File: src/rtl/fix_order_pkg.sv
// Shared types and constants for the FIX New Order Single decoder.
// Optional build macro FIX_ORDER_CLORDID_EN is consumed by fix_order_decoder, not here.
package fix_order_pkg;

   // FIX tags as ASCII, left-padded with NUL bytes
   localparam logic [23:0] TAG_BEGIN   = 24'h000038;
   localparam logic [23:0] TAG_MSGTYPE = 24'h003335;
   localparam logic [23:0] TAG_SIDE    = 24'h003534;
   localparam logic [23:0] TAG_QTY     = 24'h003338;
   localparam logic [23:0] TAG_ORDTYPE = 24'h003430;
   localparam logic [23:0] TAG_PRICE   = 24'h003434;
   localparam logic [23:0] TAG_SYMBOL  = 24'h003535;
   localparam logic [23:0] TAG_CLORDID = 24'h003131;

   localparam logic [7:0] ASCII_NUL = 8'h00;
   localparam logic [7:0] ASCII_0   = 8'h30;
   localparam logic [7:0] ASCII_1   = 8'h31;
   localparam logic [7:0] ASCII_2   = 8'h32;
   localparam logic [7:0] ASCII_9   = 8'h39;
   localparam logic [7:0] ASCII_DOT = 8'h2E;
   localparam logic [7:0] ASCII_D   = 8'h44;

   typedef enum logic [1:0] {
      SIDE_NONE = 2'b00,
      SIDE_BUY  = 2'b01,
      SIDE_SELL = 2'b10
   } side_e;

   typedef enum logic [2:0] {
      ERR_NONE      = 3'd0,
      ERR_MISSING   = 3'd1,
      ERR_BAD_FIELD = 3'd2,
      ERR_CHECKSUM  = 3'd3,
      ERR_TIMEOUT   = 3'd4,
      ERR_ABORT     = 3'd5
   } err_code_e;

   typedef enum logic [1:0] {
      ST_IDLE     = 2'd0,
      ST_IN_MSG   = 2'd1,
      ST_WAIT_CHK = 2'd2,
      ST_EMIT     = 2'd3
   } state_e;

endpackage

File: src/rtl/fix_ascii_to_uint.sv
// Combinational ASCII decimal to binary converter for one 8-char FIX value.
// Leading NUL padding is skipped; fraction digits beyond MAX_FRAC are validated but dropped.
module fix_ascii_to_uint
   import fix_order_pkg::*;
#(
   parameter int OUT_W     = 32,
   parameter bit ALLOW_DOT = 1'b0,
   parameter int MAX_FRAC  = 2
) (
   input  logic [63:0]      value,
   output logic [OUT_W-1:0] mag,
   output logic [3:0]       frac_digits,
   output logic             bad_char,
   output logic             overflow
);

   logic [63:0] acc;
   logic [7:0]  ch;
   logic        started;
   logic        seen_dot;
   logic        any_digit;

   always_comb begin
      acc         = '0;
      ch          = '0;
      started     = 1'b0;
      seen_dot    = 1'b0;
      any_digit   = 1'b0;
      frac_digits = '0;
      bad_char    = 1'b0;
      for (int i = 7; i >= 0; i--) begin
         ch = value[i*8 +: 8];
         if (ch == ASCII_NUL) begin
            // a NUL after the first character means a hole in the field
            if (started) bad_char = 1'b1;
         end else begin
            started = 1'b1;
            if (ch >= ASCII_0 && ch <= ASCII_9) begin
               any_digit = 1'b1;
               if (!seen_dot) begin
                  acc = acc * 64'd10 + {56'd0, ch - ASCII_0};
               end else if (32'(frac_digits) < MAX_FRAC) begin
                  acc         = acc * 64'd10 + {56'd0, ch - ASCII_0};
                  frac_digits = frac_digits + 4'd1;
               end
            end else if (ALLOW_DOT && ch == ASCII_DOT && !seen_dot) begin
               seen_dot = 1'b1;
            end else begin
               bad_char = 1'b1;
            end
         end
      end
      if (!any_digit) bad_char = 1'b1;
      overflow = |acc[63:OUT_W];
      mag      = overflow ? '1 : acc[OUT_W-1:0];
   end

endmodule

File: src/rtl/fix_order_decoder.sv
// Assembles one FIX New Order Single per message and emits a binary order record.
// Build macro FIX_ORDER_CLORDID_EN adds ord_clordid and makes tag 11 a required field.
//
// state     | meaning
// IDLE      | waiting for tag 8 to open a message
// IN_MSG    | capturing fields until checksum_valid
// WAIT_CHK  | checksum seen, waiting up to CHK_TIMEOUT cycles for parser verdict
// EMIT      | verdict accepted; order/error pulse visible this cycle
module fix_order_decoder
   import fix_order_pkg::*;
#(
   parameter int PRICE_FRAC_DIGITS = 2,
   parameter int CHK_TIMEOUT       = 4,
   parameter int QTY_W             = 32,
   parameter int PRICE_W           = 32
) (
   input  logic               clk,
   input  logic               rst,
   input  logic [23:0]        tag,
   input  logic               tag_valid,
   input  logic [63:0]        value,
   input  logic               value_valid,
   input  logic               checksum_valid,
   input  logic               parser_valid,
   input  logic               parser_not_valid,
   output logic               ord_valid,
   output logic [1:0]         ord_side,
   output logic [QTY_W-1:0]   ord_qty,
   output logic [PRICE_W-1:0] ord_price,
   output logic [63:0]        ord_symbol,
   output logic               ord_error,
   output logic [2:0]         ord_err_code
`ifdef FIX_ORDER_CLORDID_EN
   ,
   output logic [63:0]        ord_clordid
`endif
);

   localparam logic [7:0] CNT_INIT = 8'(CHK_TIMEOUT);

   state_e              state, state_nxt;
   logic [7:0]          cnt;
   logic [23:0]         tag_q, cur_tag;
   logic                is_begin, start_msg, capture, load_cnt, judge, emit, err_fire;
   err_code_e           err_code;
   logic                is_order, ordtype2, missing, bad;
   logic                have35, have54, have38, have44, have55;
   logic                bad_side, bad_qty, bad_price;
   side_e               side_q;
   logic [QTY_W-1:0]    qty_q, qty_mag;
   logic [PRICE_W-1:0]  price_q, price_mag, price_val;
   logic [63:0]         symbol_q, price_wide;
   logic [3:0]          qty_frac, price_frac;
   logic                qty_bad, qty_ovf, price_bad, price_ovf_raw, price_ovf;
`ifdef FIX_ORDER_CLORDID_EN
   logic                have11;
   logic [63:0]         clordid_q;
`endif

   fix_ascii_to_uint #(.OUT_W(QTY_W), .ALLOW_DOT(1'b0), .MAX_FRAC(0)) u_qty (
      .value(value), .mag(qty_mag), .frac_digits(qty_frac),
      .bad_char(qty_bad), .overflow(qty_ovf)
   );

   fix_ascii_to_uint #(.OUT_W(PRICE_W), .ALLOW_DOT(1'b1), .MAX_FRAC(PRICE_FRAC_DIGITS)) u_price (
      .value(value), .mag(price_mag), .frac_digits(price_frac),
      .bad_char(price_bad), .overflow(price_ovf_raw)
   );

   // pad missing fraction digits up to the implied decimal point
   always_comb begin
      price_wide = 64'(price_mag);
      for (int i = 0; i < PRICE_FRAC_DIGITS; i++) begin
         if (i >= 32'(price_frac)) price_wide = price_wide * 64'd10;
      end
      price_ovf = price_ovf_raw | (|price_wide[63:PRICE_W]);
      price_val = price_ovf ? '1 : price_wide[PRICE_W-1:0];
   end

   // tag may arrive with or ahead of its value
   assign cur_tag  = tag_valid ? tag : tag_q;
   assign is_begin = value_valid && (cur_tag == TAG_BEGIN);
   assign bad      = bad_side | bad_qty | bad_price;

   always_comb begin
      missing = !(have35 && have54 && have38 && have55) || (ordtype2 && !have44);
`ifdef FIX_ORDER_CLORDID_EN
      missing = missing || !have11;
`endif
   end

   always_ff @(posedge clk or negedge rst) begin
      if (!rst) state <= ST_IDLE;
      else      state <= state_nxt;
   end

   always_comb begin
      state_nxt = state;
      start_msg = 1'b0;
      capture   = 1'b0;
      load_cnt  = 1'b0;
      judge     = 1'b0;
      emit      = 1'b0;
      err_fire  = 1'b0;
      err_code  = ERR_NONE;
      case (state)
         ST_IDLE, ST_EMIT: begin
            state_nxt = ST_IDLE;
            if (is_begin) begin
               state_nxt = ST_IN_MSG;
               start_msg = 1'b1;
            end
         end
         ST_IN_MSG: begin
            if (is_begin) begin
               start_msg = 1'b1;
               err_fire  = 1'b1;
               err_code  = ERR_ABORT;
            end else if (checksum_valid) begin
               if (parser_not_valid) begin
                  err_fire  = 1'b1;
                  err_code  = ERR_CHECKSUM;
                  state_nxt = ST_IDLE;
               end else if (parser_valid) begin
                  judge     = 1'b1;
                  state_nxt = ST_EMIT;
               end else begin
                  load_cnt  = 1'b1;
                  state_nxt = ST_WAIT_CHK;
               end
            end else begin
               capture = value_valid;
            end
         end
         ST_WAIT_CHK: begin
            if (parser_not_valid) begin
               err_fire  = 1'b1;
               err_code  = ERR_CHECKSUM;
               state_nxt = ST_IDLE;
            end else if (parser_valid) begin
               judge     = 1'b1;
               state_nxt = ST_EMIT;
            end else if (cnt <= 8'd1) begin
               err_fire  = 1'b1;
               err_code  = ERR_TIMEOUT;
               state_nxt = ST_IDLE;
            end
         end
         default: state_nxt = ST_IDLE;
      endcase
      // a present non-D MsgType is silently dropped; an absent one counts as missing
      if (judge && !(have35 && !is_order)) begin
         if (bad) begin
            err_fire = 1'b1;
            err_code = ERR_BAD_FIELD;
         end else if (missing) begin
            err_fire = 1'b1;
            err_code = ERR_MISSING;
         end else begin
            emit = 1'b1;
         end
      end
   end

   always_ff @(posedge clk or negedge rst) begin
      if (!rst) begin
         cnt          <= '0;
         tag_q        <= '0;
         is_order     <= 1'b0;
         ordtype2     <= 1'b0;
         have35       <= 1'b0;
         have54       <= 1'b0;
         have38       <= 1'b0;
         have44       <= 1'b0;
         have55       <= 1'b0;
         bad_side     <= 1'b0;
         bad_qty      <= 1'b0;
         bad_price    <= 1'b0;
         side_q       <= SIDE_NONE;
         qty_q        <= '0;
         price_q      <= '0;
         symbol_q     <= '0;
         ord_valid    <= 1'b0;
         ord_error    <= 1'b0;
         ord_err_code <= '0;
         ord_side     <= '0;
         ord_qty      <= '0;
         ord_price    <= '0;
         ord_symbol   <= '0;
`ifdef FIX_ORDER_CLORDID_EN
         have11       <= 1'b0;
         clordid_q    <= '0;
         ord_clordid  <= '0;
`endif
      end else begin
         if (tag_valid) tag_q <= tag;
         if (load_cnt) cnt <= CNT_INIT;
         else if (state == ST_WAIT_CHK && cnt != 8'd0) cnt <= cnt - 8'd1;

         ord_valid    <= emit;
         ord_error    <= err_fire;
         ord_err_code <= err_code;
         if (emit) begin
            ord_side   <= side_q;
            ord_qty    <= qty_q;
            ord_price  <= price_q;
            ord_symbol <= symbol_q;
`ifdef FIX_ORDER_CLORDID_EN
            ord_clordid <= clordid_q;
`endif
         end

         if (start_msg) begin
            is_order  <= 1'b0;
            ordtype2  <= 1'b0;
            have35    <= 1'b0;
            have54    <= 1'b0;
            have38    <= 1'b0;
            have44    <= 1'b0;
            have55    <= 1'b0;
            bad_side  <= 1'b0;
            bad_qty   <= 1'b0;
            bad_price <= 1'b0;
            side_q    <= SIDE_NONE;
            qty_q     <= '0;
            price_q   <= '0;
            symbol_q  <= '0;
`ifdef FIX_ORDER_CLORDID_EN
            have11    <= 1'b0;
            clordid_q <= '0;
`endif
         end else if (capture) begin
            case (cur_tag)
               TAG_MSGTYPE: begin
                  have35   <= 1'b1;
                  is_order <= (value == {56'd0, ASCII_D});
               end
               TAG_SIDE: begin
                  have54   <= 1'b1;
                  bad_side <= 1'b0;
                  if (value == {56'd0, ASCII_1})      side_q <= SIDE_BUY;
                  else if (value == {56'd0, ASCII_2}) side_q <= SIDE_SELL;
                  else begin
                     side_q   <= SIDE_NONE;
                     bad_side <= 1'b1;
                  end
               end
               TAG_QTY: begin
                  have38  <= 1'b1;
                  qty_q   <= qty_mag;
                  bad_qty <= qty_bad | qty_ovf | (|qty_frac);
               end
               TAG_ORDTYPE: ordtype2 <= (value == {56'd0, ASCII_2});
               TAG_PRICE: begin
                  have44    <= 1'b1;
                  price_q   <= price_val;
                  bad_price <= price_bad | price_ovf;
               end
               TAG_SYMBOL: begin
                  have55   <= 1'b1;
                  symbol_q <= value;
               end
`ifdef FIX_ORDER_CLORDID_EN
               TAG_CLORDID: begin
                  have11    <= 1'b1;
                  clordid_q <= value;
               end
`endif
               default: ;
            endcase
         end
      end
   end

endmodule

File: config.mk
export PLATFORM = sky130hd
export DESIGN_NAME = fix_order_decoder
export DESIGN_NICKNAME = d
export VERILOG_FILES = /design/src/rtl/fix_order_pkg.sv /design/src/rtl/fix_ascii_to_uint.sv /design/src/rtl/fix_order_decoder.sv
export SDC_FILE = /design/constraint.sdc
export NUM_CORES = 2
export LEC_CHECK = 0
export ABC_CLOCK_PERIOD_IN_PS = 2970
export BUFFER_PORTS_ARGS = -buffer_cell sky130_fd_sc_hd__buf_2
export CAP_MARGIN = 20
export CORE_MARGIN = 1.5
export CORE_UTILIZATION = 24
export DETAILED_ROUTE_END_ITERATION = 8
export GPL_ROUTABILITY_DRIVEN = 1
export SETUP_SLACK_MARGIN = 0.5
export SLEW_MARGIN = 40
export SYNTH_ARGS = -nofsm -noshare
export SYNTH_HDL_FRONTEND = slang
export SYNTH_HIERARCHICAL = 1
export SYNTH_SLANG_ARGS = --single-unit
File: constraint.sdc
create_clock -name clk -period 2.97 [get_ports clk]
set_clock_uncertainty 0.05 [all_clocks]
set_input_delay 0.1485 -clock clk [delete_from_list [all_inputs] [get_ports clk]]
set_output_delay 0.1485 -clock clk [all_outputs]
set_load 0.01 [all_outputs]
Yosys cells after proc, flatten, opt, wreduce, memory -nomap -nowiden
Cells that the tools add are included.
{"block": "classes", "eq_ne": 24, "n_mul": 14, "mux": 268, "reduce_logical": 65, "add_sub_neg": 27, "n_bitwise": 5, "order_cmp": 25}
{"op": "$mux 64", "n": 43}
{"op": "$mul 64x3->63 const B", "n": 13}
{"op": "$add 64x8->64", "n": 12}
{"op": "$mux 32", "n": 9}
{"op": "$mux 1", "n": 161}
{"op": "$eq 24x14->1 const B", "n": 6}
{"op": "$eq 64x6->1 const B", "n": 2}
{"op": "$mux 4", "n": 26}
{"op": "$reduce_or 32->1", "n": 3}
{"op": "$eq 64x7->1 const B", "n": 1}
{"op": "$eq 8x6->1 const B", "n": 8}
{"op": "$ge 8x6->1 const B", "n": 8}
{"op": "$le 8x6->1 const B", "n": 8}
{"op": "$logic_not 8->1", "n": 8}
{"op": "$sub 8x6->8 const B", "n": 8}
{"op": "$mux 36", "n": 1}
{"op": "$mul 32x3->35 const B", "n": 1}
{"op": "$mux 2", "n": 13}
{"op": "$add 4x1->4 const B", "n": 6}
{"op": "$eq 24x6->1 const B", "n": 1}
{"op": "$lt 4x2->1 const B", "n": 6}
{"op": "$mux 24", "n": 1}
{"op": "$mux 8", "n": 3}
{"op": "$logic_and 1x1->1", "n": 23}
{"op": "other kinds (21)", "n": 57}
{"block": "totals", "inputBits": 95, "ff_bits": 309, "elab_cells": 452, "output_inout_bits": 135}

Longest topological paths before layout
{"block": "logic_depth", "ltp_word": 56, "depth_mapped": 120, "ltp_nobuf": 114}

Cells and area by module
The synthesis kept the hierarchy.
{"mod": "fix_ascii_to_uint at u_qty", "instances": 1, "seq_area_each_um2": 0.0, "area_each_um2": 18036.0, "cells_per_inst": 2583}
{"mod": "fix_ascii_to_uint at u_price", "instances": 1, "seq_area_each_um2": 0.0, "area_each_um2": 17924.7, "cells_per_inst": 2536}
{"mod": "fix_order_decoder", "instances": 1, "seq_area_each_um2": 7732.4, "area_each_um2": 17553.1, "cells_per_inst": 1773}

Worst setup path after synthesis
No wires, ideal clock.
{"block": "synth_path", "kind": "input-to-reg", "startpoint": "input port value[63]", "endpoint": "register price_q[10]", "setup_ps": 151, "path_stages": 112, "setup_slack_ps": -20037, "t_arrival_ps": 22806, "path_buffers": 8, "path_cell_list": "nor2_1 -> and3_1 -> and2_1 -> ha_1 -> ha_1 -> fa_1 -> ha_1 -> xnor2_1 -> mux2_2 -> ha_1 -> ha_1 -> a21oi_1 -> xnor2_1 -> ha_1 -> a21oi_1 -> o21ai_0 -> xor2_1 -> mux2_2 -> [76 not listed] -> a211oi_1 -> o221ai_1 -> a21oi_1 -> o31a_1 -> inv_1 -> ha_1 -> ha_1 -> clkbuf_1 -> a21o_1 -> a21o_1 -> a211o_1 -> nor4_1 -> o41ai_1 -> xnor2_1 -> o211ai_1 -> nor4b_4 -> buf_4 -> a41oi_1"}
{"block": "synth_via", "elab_chain_len": 56, "elab_cells_between_ends": 134, "cone_classes": "add/sub (14); mul (9); order compare (10); eq/ne (1); mux (83); bitwise (1); reduce/logical (16)"}
{"item": "from (decl)", "line": "fix_order_decoder.sv:21", "source": "input logic [63:0] value,"}
{"item": "$ge 8x6->1 or $le 8x6->1 (tied branches)", "line": "fix_ascii_to_uint.sv:38", "source": "if (ch >= ASCII_0 && ch <= ASCII_9) begin"}
{"item": "$logic_and 1x1->1", "line": "fix_ascii_to_uint.sv:38"}
{"item": "$mux 8", "line": "fix_ascii_to_uint.sv:38"}
{"item": "$mux 64"}
{"item": "$mul 64x3->63", "line": "fix_ascii_to_uint.sv:41, fix_ascii_to_uint.sv:43"}
{"item": "$add 64x8->64"}
{"item": "$mux 64 (2 in series)"}
{"item": "$mul 64x3->63"}
{"item": "[37 not listed]"}
{"item": "via price_mag[12]", "line": "fix_order_decoder.sv:51", "source": "logic [PRICE_W-1:0] price_q, price_mag, price_val;"}
{"item": "[2 not listed]"}
{"item": "$mul 64x3->63", "line": "fix_order_decoder.sv:74", "source": "if (i >= 32'(price_frac)) price_wide = price_wide * 64'd10;"}
{"item": "$mux 64 *", "line": "fix_order_decoder.sv:74"}
{"item": "$reduce_or 32->1 *", "line": "fix_order_decoder.sv:76", "source": "price_ovf = price_ovf_raw | (|price_wide[63:PRICE_W]);"}
{"item": "$or 1x1->1 *", "line": "fix_order_decoder.sv:76"}
{"item": "$mux 32 *", "line": "fix_order_decoder.sv:77", "source": "price_val = price_ovf ? '1 : price_wide[PRICE_W-1:0];"}
{"item": "$mux 32 *", "line": "fix_order_decoder.sv:233", "source": "case (cur_tag)"}
{"item": "$mux 32 *", "line": "fix_order_decoder.sv:232", "source": "end else if (capture) begin"}
{"item": "$mux 32 *", "line": "fix_order_decoder.sv:213", "source": "if (start_msg) begin"}
{"item": "to (signal assigned)", "line": "fix_order_decoder.sv:256", "source": "price_q <= price_val;"}
{"item": "to (decl)", "line": "fix_order_decoder.sv:51"}
Mark *: on every way through the listed nets, which the timed path passes. The rest lies on a longest branch. The select of a mux whose other input is x is not followed.
A chain may end at the register's enable or synchronous reset.

Worst setup path after layout
{"block": "layout_path", "startpoint": "input port value[60]", "endpoint": "register price_q[30]"}
{"block": "layout_via", "elab_chain_len": 56, "elab_cells_between_ends": 134, "cone_classes": "add/sub (14); mul (9); order compare (10); eq/ne (1); mux (83); bitwise (1); reduce/logical (16)"}
{"item": "$ge 8x6->1 or $le 8x6->1 (tied branches)", "line": "fix_ascii_to_uint.sv:38"}
{"item": "$logic_and 1x1->1", "line": "fix_ascii_to_uint.sv:38"}
{"item": "$mux 8", "line": "fix_ascii_to_uint.sv:38"}
{"item": "$mux 64"}
{"item": "$mul 64x3->63", "line": "fix_ascii_to_uint.sv:41, fix_ascii_to_uint.sv:43"}
{"item": "$add 64x8->64"}
{"item": "$mux 64 (2 in series)"}
{"item": "$mul 64x3->63"}
{"item": "[37 not listed]"}
{"item": "via price_mag[2]", "line": "fix_order_decoder.sv:51"}
{"item": "[2 not listed]"}
{"item": "$mul 64x3->63", "line": "fix_order_decoder.sv:74"}
{"item": "$mux 64 *", "line": "fix_order_decoder.sv:74"}
{"item": "$reduce_or 32->1", "line": "fix_order_decoder.sv:76"}
{"item": "$or 1x1->1", "line": "fix_order_decoder.sv:76"}
{"item": "$mux 32 *", "line": "fix_order_decoder.sv:77"}
{"item": "$mux 32 *", "line": "fix_order_decoder.sv:233"}
{"item": "$mux 32 *", "line": "fix_order_decoder.sv:232"}
{"item": "$mux 32 *", "line": "fix_order_decoder.sv:213"}
Marks and branches as above.

==> impl_metrics.toml <==
[outcome]
status = "finished with violations"
violations = "setup timing"

[sta]
final-max-slew-violation-count = 0
final.setup.tns_ns = -1108.11
tightest_slew_ns = 0.847
hold_ws_ns = 0.0285
rsz0062_at_grt = "yes"
finalHoldViolCount = 0
max-slew-margin-rel = 0.430
fin_ws_ns = -18.43
fin_crit_ns = 21.40
period_share = 7.21
fmax_mhz = 46.7
setup_violations = 190

[yosys]
ys_seq_area_frac = 0.144
yosysMostFrequentCell = "ha_1"
synth_top_area_frac = 0.195
synth_top_cell_by_area = "ha_1"
synth-async-reset-ratio = 1.00
synth_area_um2 = 53500
syn_inst = 6892
yosys-top-cells-count = "ha_1, nand2_1, nor2_1, o21ai_0, a21oi_1"
synth_flop_cell = "dfrtp_1"
ys_seq_elements = 309
synthTopCellsByArea = "ha_1, dfrtp_1, xnor2_1"
avgSynthCellArea_um2 = 7.76
synth.distinct_cells = 124
yosysWarnings = 6
synth-edff-count = 0

[worst_setup_path]
critPathSlowestCell = "or4_4"
crit_path_end_kind = "register"
critPathTopFamily = "simple AND/OR/NAND/NOR gates"
crit_fanout = 8
critPathBufInv = 19
worstReg2RegStart = "tag_q[23]"
worstPathRequired_ns = 3.40
rr_worst_depth = 9
worstPathArrival_ns = 21.84
crit_path_frequent_cell = "ha_4"
rrSetupSlack_ns = -0.27
critical_path.startpoint_type = "input port"
criticalPathCategory = "input port to register"
slowest_delay_ns = 0.56
r2r-end = "price_q[27]"

[die]
die_h_um = 475
top_level_ports = 230
die_w_um = 475
num_rows = 173
start_util = 0.241
die_area_um2 = 226000
core_area_um2 = 222000

[cells_and_area]
area_delta_synth_final_pct = 61.6
layout.nets = 10600
stdcell_area_um2 = 86500
drive_gt1_frac = 0.429
nFillCells = 22100

[power]
leakage_uw = 0.0425
switching_power_uw = 6970
seqPwrFrac = 0.227
switching_share = 0.370
power.internal_uw = 11900
p_comb_frac = 0.535
power_frac_clock = 0.238
power_uw = 18800
peakVddDrop_v = 0.000409
powerDensity_nw_per_um2 = 218

[global_route]
use_met1 = 0.211
gr-max-usage-layer = "met2"
grt_use_met2 = 0.327
grt_overflow = 0
use_met3 = 0.0145
antenna_found_initial = 24
grt_first_pass_wirelength_mm = 333
grt_pass1_vias = 63100
track_usage = 0.180
grt_max_degree = 98

[placement]
hpwl_mm = 172
place_ws_ns = -19.64
globalplace.congestion = 0.932
io_buffers = 229
dpl_cell_area_um2 = 78300

[detailed_routing]
viasPerCell = 4.92
drc = 0
antenna_left = 0
drt_iter0_drc = 3314
drtPass1Iterations = 6
wire_per_inst_um = 16.7
vias = 62400
drt_wl_total_mm = 212

[cts]
clockBufferDepth = 3
cts_tree = "built"
cts_buffers = 34
h-tree-depth = 2
clk_latency_ns = 0.62
clock-root-buffer = "clkbuf_16"
cts_sinks = 309
clkTransAtPathRegs_ns = 0.06

[min_path]
hold_path.class = "input port to asynchronous set/reset pin"

[run]
cap_violations = 0
[stage by stage]
step,cells,util
finish,12700,0.390
global route,12700,0.390
CTS,12600,0.376
detailed placement,12300,0.353
global placement,12300,0.353
floorplan,6913,-
[layer usage]
layer	share of wire	wire, um
met5	0.000066	14
met4	0.058	12200
met3	0.031	6480
met2	0.49	105000
met1	0.42	88600
[worst max-delay path by stage]
stage                          from          end  depth (start not counted)
after global routing      value[58]   price_q[9]                        117
final                     value[60]  price_q[30]                        116
after floorplan           value[57]  price_q[10]                        114
after CTS                 value[58]   price_q[6]                        113
after global placement    value[60]   price_q[9]                        108
after detailed placement  value[57]   price_q[7]                        106
[repair_timing]
item / CTS / global route
setup endpoints to repair: 269 / 282
hold buffers: 80 / 0
resized for setup: 353 / 451
setup buffers: 136 / 87
gates cloned: 4 / 2
pin swaps: 235 / 301
hold endpoints to repair: 283 / 0
[layout make-up]
cell class                      count  area (um^2)  share of cell area
Multi-Input combinational cell   6023        50100               0.579
Timing Repair Buffer             2974        22500               0.261
Sequential cell                   309         7730              0.0894
Tap cell                         2975         3720              0.0430
Inverter                          319         1210              0.0140
Clock buffer                       42          921              0.0106
Clock inverter                     16          219             0.00253
Antenna cell                       20         50.0            0.000579
[sequential cells by signal, indices dropped and copies added, names as in the netlist, 2 cells and up]
name	count
cnt	8
ord_err_code	3
ord_price	32
ord_qty	32
ord_side	2
ord_symbol	64
price_q	32
qty_q	32
side_q	2
state	2
symbol_q	64
tag_q	24
[power groups by stage]
stage / sequential [uW] / combinational, uW / clock [uW]
after floorplan: 4340 / 4720 / 0
after global placement: 4340 / 8700 / 0
after detailed placement: 4350 / 8860 / 0
after CTS: 4270 / 9640 / 4580
after global routing: 4280 / 11000 / 4730
final: 4280 / 10100 / 4480
[logic make-up (layout without fill, tap and decap cells)]
| group | Yosys count | in the layout | synth area share |
|---|---|---|---|
| AND/OR/NAND/NOR | 2380 | 2380 | 0.223 |
| AO/OA/AOI/OAI | 1943 | 1943 | 0.238 |
| adder cells (fa/ha/maj) | 864 | 864 | 0.206 |
| buffers and inverters | 581 | 3351 | 0.0435 |
| XOR/XNOR | 551 | 551 | 0.0903 |
| flip-flops | 309 | 309 | 0.144 |
| multiplexers | 262 | 262 | 0.0539 |
| other | 2 | 43 | 0.000140 |
[placed cells by master (no fill, tap or decap), types with 60 or more instances in the layout]
| cell type | n |
|---|---|
| nor3_1 | 136 |
| o21a_1 | 82 |
| o21ai_1 | 109 |
| inv_1 | 290 |
| nor2b_1 | 63 |
| buf_2 | 224 |
| ha_1 | 641 |
| a31oi_1 | 60 |
| buf_4 | 2606 |
| dlygate4sd3_1 | 80 |
| nand4_1 | 95 |
| nor2_1 | 533 |
| a21oi_1 | 339 |
| xor2_1 | 182 |
| dfrtp_1 | 309 |
| a21oi_2 | 90 |
| a21o_1 | 205 |
| ha_4 | 173 |
| o211ai_1 | 91 |
| nand2b_1 | 70 |
| xnor2_1 | 304 |
| o21ai_0 | 338 |
| nand3_1 | 126 |
| mux2_2 | 167 |
| nand2_1 | 682 |
[worst reg2reg max path, delay by kind of cell, from the launching register on]
kind / cells / cell delay, ns
AND/OR/NAND/NOR: 5 / 1.78
flip-flops: 1 / 0.41
buffers and inverters: 1 / 0.23
AO/OA/AOI/OAI: 3 / 0.68
Note: power is estimated with default switching activity, not from simulation.
